## src/rtl/mem_space_arbiter.sv

```systemverilog
// rtl/mem_space_arbiter.sv - two-master round-robin arbiter onto the unified memory-space slave port
module mem_space_arbiter #(
    parameter int TIMEOUT_CYCLES = 1024
) (
    input  logic        clk_i,
    input  logic        rst_n_i,

    input  logic        m0_stb_i,
    input  logic        m0_we_i,
    input  logic [31:0] m0_addr_i,
    input  logic [31:0] m0_data_i,
    input  logic [3:0]  m0_sel_i,
    output logic [31:0] m0_data_o,
    output logic        m0_ack_o,
    output logic        m0_err_o,

    input  logic        m1_stb_i,
    input  logic        m1_we_i,
    input  logic [31:0] m1_addr_i,
    input  logic [31:0] m1_data_i,
    input  logic [3:0]  m1_sel_i,
    output logic [31:0] m1_data_o,
    output logic        m1_ack_o,
    output logic        m1_err_o,

    output logic        s_stb_o,
    output logic        s_we_o,
    output logic [31:0] s_addr_o,
    output logic [31:0] s_data_o,
    output logic [3:0]  s_sel_o,
    input  logic [31:0] s_data_i,
    input  logic        s_ack_i,
    input  logic        s_err_i,

    output logic [1:0]  grant_o
);

    localparam int WD_W = (TIMEOUT_CYCLES > 2) ? $clog2(TIMEOUT_CYCLES) : 1;
    localparam logic [WD_W-1:0] WD_LAST = WD_W'(TIMEOUT_CYCLES - 1);

    typedef enum logic {
        IDLE = 1'b0,
        BUSY = 1'b1
    } state_t;

    state_t          state;
    logic [WD_W-1:0] wd_cnt;
    // 1 means m1 won the most recent contended arbitration
    logic            last_grant;

    logic            pick_m1;
    logic            timeout;
    logic            resp_ack;
    logic            resp_err;
    logic            busy;

    // Arbitration choice and response qualification for the current cycle
    always_comb begin
        pick_m1  = (m0_stb_i && m1_stb_i) ? ~last_grant : m1_stb_i;
        busy     = (state == BUSY);
        timeout  = (wd_cnt == WD_LAST);
        // A real slave response always beats the watchdog; error beats ack
        resp_ack = busy && s_ack_i && !s_err_i;
        resp_err = busy && (s_err_i || (timeout && !s_ack_i));
    end

    // Completion is steered only to the current owner; read data is gated with ack
    always_comb begin
        m0_ack_o  = resp_ack && grant_o[0];
        m1_ack_o  = resp_ack && grant_o[1];
        m0_err_o  = resp_err && grant_o[0];
        m1_err_o  = resp_err && grant_o[1];
        m0_data_o = m0_ack_o ? s_data_i : 32'h0;
        m1_data_o = m1_ack_o ? s_data_i : 32'h0;
    end

    // Grant/hold FSM: latch the winner's request, hold it until response or watchdog
    always_ff @(posedge clk_i or negedge rst_n_i) begin
        if (!rst_n_i) begin
            state      <= IDLE;
            s_stb_o    <= 1'b0;
            s_we_o     <= 1'b0;
            s_addr_o   <= 32'h0;
            s_data_o   <= 32'h0;
            s_sel_o    <= 4'h0;
            grant_o    <= 2'b00;
            wd_cnt     <= '0;
            last_grant <= 1'b1;
        end else begin
            case (state)
                IDLE: begin
                    if (m0_stb_i || m1_stb_i) begin
                        // Only a contended grant moves the round-robin pointer
                        if (m0_stb_i && m1_stb_i) begin
                            last_grant <= pick_m1;
                        end
                        s_we_o   <= pick_m1 ? m1_we_i   : m0_we_i;
                        s_addr_o <= pick_m1 ? m1_addr_i : m0_addr_i;
                        s_data_o <= pick_m1 ? m1_data_i : m0_data_i;
                        s_sel_o  <= pick_m1 ? m1_sel_i  : m0_sel_i;
                        grant_o  <= pick_m1 ? 2'b10 : 2'b01;
                        s_stb_o  <= 1'b1;
                        wd_cnt   <= '0;
                        state    <= BUSY;
                    end
                end
                BUSY: begin
                    if (s_ack_i || s_err_i || timeout) begin
                        s_stb_o <= 1'b0;
                        grant_o <= 2'b00;
                        state   <= IDLE;
                    end else begin
                        wd_cnt <= wd_cnt + WD_W'(1);
                    end
                end
                default: begin
                    state <= IDLE;
                end
            endcase
        end
    end

endmodule

```

## config.mk

```make
export PLATFORM = sky130hd
export DESIGN_NAME = mem_space_arbiter
export DESIGN_NICKNAME = d
export VERILOG_FILES = /design/src/rtl/mem_space_arbiter.sv
export SDC_FILE = /design/constraint.sdc
export NUM_CORES = 1
export LEC_CHECK = 0
export CAP_MARGIN = 20
export CORE_AREA = 4 4 119 121
export CTS_CLUSTER_DIAMETER = 60
export CTS_CLUSTER_SIZE = 30
export DETAILED_ROUTE_END_ITERATION = 7
export DIE_AREA = 0 0 123 125
export PLACE_DENSITY = 0.86
export SETUP_SLACK_MARGIN = 0.2
export SLEW_MARGIN = 20
export SYNTH_ARGS = -nofsm -noshare
export SYNTH_HDL_FRONTEND = slang
export SYNTH_SLANG_ARGS = --single-unit
export TNS_END_PERCENT = 10
```

## constraint.sdc

```tcl
create_clock -name clk_i -period 4.37 [get_ports clk_i]
set_input_delay 0.874 -clock clk_i [delete_from_list [all_inputs] [get_ports clk_i]]
set_output_delay 0.874 -clock clk_i [all_outputs]
set_load 0.01 [all_outputs]
```

==> out/summary.log <==
INFO  synth          synth_most_common_cell=dfrtp_1
INFO  timing         max_slew_headroom=0.482
INFO  synth          syn_nets=571
INFO  clocking       hold_buffers=0
INFO  synth          synth_area_leader_cell=dfrtp_1
INFO  critical_path  crit_start=s_err_i
INFO  critical_path  reg2reg_setup_slack=2.29ns
INFO  die            ioPinCount=316
INFO  detailed_routing avgViaCountPerCell=5.09
INFO  critical_path  critical_path_arrival=2.74ns
INFO  timing         grt_setup_unrepaired=false
INFO  synth          number_of_distinct_library_cells_after_synthesis=40
INFO  timing         fin_hold_ws=0.507ns
INFO  timing         maxSlewViolCount=0
INFO  power          power.density_cell_area=439nW/um^2
INFO  detailed_routing drc_errors=0
INFO  timing         final.setup.tns=0ns
INFO  grt            grt_first_pass_wirelength=25600um
INFO  grt            grt_util_all_layers=0.217
INFO  synth          synthesis.yosys.warnings=0
INFO  synth          post_synth.cell_area_avg=10.7um^2
INFO  timing         fin_worst_skew=0.00675ns
INFO  placed_design  gpl.final_weighted_congestion=0.862
INFO  timing         fin_ws=0.756ns
INFO  grt            grt_max_degree=85
INFO  power          power.static_leakage=3.59nW
INFO  detailed_routing detail_routed_net_length_per_standard_cell=19.7um
INFO  critical_path  r2r_start=busy$_DFF_PN0_
INFO  grt            grt_antenna_before_repair=5
INFO  critical_path  worst-setup-path-type=primary input to output pin
INFO  timing         post-route-min-period=3.61ns
INFO  worst_hold_path holdPathEnd=last_grant$_DFFE_PN1P_
INFO  synth          synthesis.area=4230um^2
INFO  grt            vias_in_the_first_global_route=4668
INFO  clocking       clkLatencyLatePin=0.35ns
INFO  power          overall_power=3.46mW
INFO  critical_path  reg2reg_to=wd_cnt[5]$_DFFE_PN0P_
INFO  die            fp.dieH=125um
INFO  timing         fmax=277MHz
INFO  clocking       tritoncts=done
INFO  finish         fillCellCount=994
INFO  critical_path  required=3.50ns
INFO  clocking       clkTransAtPathRegs=0.06ns
INFO  die            fp.coreArea=13100um^2
INFO  worst_hold_path worstHoldPathType=register to register
INFO  power          power.ir.vdd_worst=309uV
INFO  clocking       ctsRootBufferMaster=clkbuf_16
INFO  worst_hold_path hold-path-cell-count=1
INFO  detailed_routing first_iter_violations=196
INFO  synth          yosys_register_bits=84
INFO  critical_path  startpoint_type=primary input
INFO  critical_path  critPathMaxFanout=33
INFO  critical_path  reg2regPathDepth=4
INFO  timing         finalSetupViolCount=0
INFO  clocking       post-cts-setup-buffers=0
INFO  clocking       cts_max_level=3
INFO  die            die_area=15400um^2
INFO  synth          synth_enable_flop_cells=0
INFO  placed_design  place_ws=0.752ns
INFO  finish         relative_area_change_from_synthesis_to_final_layout=86.0%
INFO  synth          ranking_of_synthesized_cells_by_instance_count=dfrtp_1, a21o_1, a22o_1
INFO  clocking       cts-root-to-sink-buffers=2
INFO  clocking       postCtsResizedCells=0
INFO  grt            grt_overflow=0
INFO  die            floorplan.rows=42
INFO  finish         design.final.nets=870
INFO  detailed_routing vias=4445
INFO  synth          ys_async_sr_fraction=1.00
INFO  detailed_routing ant_nets=0
INFO  placed_design  buffer_ports.inserted=315
INFO  synth          synth_top_cell_area_share=0.491
INFO  die            chipWidth=123um
INFO  synth          dominantRegCellSynth=dfrtp_1
INFO  synth          syn_inst=394
INFO  critical_path  endpoint_kind_of_the_worst_setup_timing_path=output pin
INFO  clocking       total_clock_buffers_created_by_cts=9
INFO  timing         timing.final.crit_share=0.827
INFO  status         outcome=complete, no violations
INFO  finish         drive_above_1_share=0.0401
INFO  synth          synth_sequential_area_ratio=0.497
INFO  synth          synth.top_cells.by_area=dfrtp_1, a22o_1, a21o_1
INFO  worst_hold_path min_from=last_grant$_DFFE_PN1P_
INFO  detailed_routing drt_wirelength=17200um
INFO  clocking       cts.sinks=84
INFO  flow_run       max_cap_violations=0
INFO  timing         tightest_slew=0.777ns
INFO  detailed_routing dr.pass1.iters=4
INFO  timing         report.final.hold_viol_count=0
INFO  placed_design  final_hpwl_from_detailed_placement=13500um
INFO  die            floorplan.initialDensity=0.324
INFO  finish         n_antenna_cell=0
==> power by group <==
group          switching (mW)  internal [mW]
clock                   0.319          0.518
sequential              0.163           1.02
combinational           0.564          0.870
==> cell families (layout without fill, tap and decap cells) <==
logic type / after synthesis / count (layout) / share of synthesized area
adder cells (fa/ha/maj): 1 / 1 / 0.00295
XOR/XNOR: 1 / 1 / 0.00207
buffers and inverters: 32 / 336 / 0.0340
AND/OR/NAND/NOR: 115 / 115 / 0.160
AO/OA/AOI/OAI: 161 / 161 / 0.304
flip-flops: 84 / 84 / 0.497
==> state kept, by name, indices dropped and copies added, names as in the netlist <==
register	count
wd_cnt	10
s_stb_o	1
s_we_o	1
busy	1
s_data_o	32
s_addr_o	32
last_grant	1
grant_o	2
s_sel_o	4
==> worst max path at each step <==
| stage | cells past startpoint | slack [ns] | to |
|---|---|---|---|
| global route | 5 | 0.61 | m0_data_o[12] |
| CTS | 5 | 0.76 | m0_data_o[12] |
| floorplan | 4 | 1.83 | m0_data_o[22] |
| global placement | 5 | 0.81 | m0_data_o[12] |
| finish | 5 | 0.76 | m0_data_o[12] |
| detailed placement | 5 | 0.75 | m0_data_o[12] |
==> cell usage in the layout, fill, tap and decap left out, types with 2 or more instances in the layout <==
master           count
and2_1              64
buf_4                2
a21o_1              71
dfrtp_1             83
clkbuf_16            9
nand3_1             11
a31oi_1              4
nand2b_1             2
a22o_1              70
buf_12               2
and3_2               2
nor2b_1              2
a21oi_1              3
clkdlybuf4s50_1    314
bufinv_16            2
and3_1               3
nor3_1               4
nand4_1              2
nand2_1             14
clkinvlp_4           2
o21bai_1             2
o21ai_0              4
==> critical path: stages <==
cell and delay, ns:
clkdlybuf4s50_1 0.46, nor2b_1 0.15, and3_2 0.46, and2_1 0.24, clkdlybuf4s50_1 0.55
==> cell type report <==
type	instances	area [um^2]	area share
Clock inverter	5	83.8	0.0106
Clock buffer	11	243	0.0308
Multi-Input combinational cell	278	2010	0.255
Inverter	1	3.75	0.000477
Timing Repair Buffer	319	3210	0.408
Sequential cell	84	2100	0.267
Tap cell	176	220	0.0280
==> routing by layer <==
| layer | track usage | part of all wire |
|---|---|---|
| met5 | 0 | 0.0033 |
| met4 | 0.0899 | 0.032 |
| met3 | 0.0958 | 0.12 |
| met2 | 0.381 | 0.49 |
| met1 | 0.223 | 0.35 |
==> metrics by stage <==
step | instances | area, um^2 | util
5_1_grt | 874 | 7880 | 0.602
4_1_cts | 874 | 7870 | 0.602
2_1_floorplan | 394 | 4230 | -
3_3_place_gp | 858 | 7540 | 0.577
6_report | 874 | 7880 | 0.602
3_5_place_dp | 858 | 7540 | 0.577
Note: power is estimated with default switching activity, not from simulation.
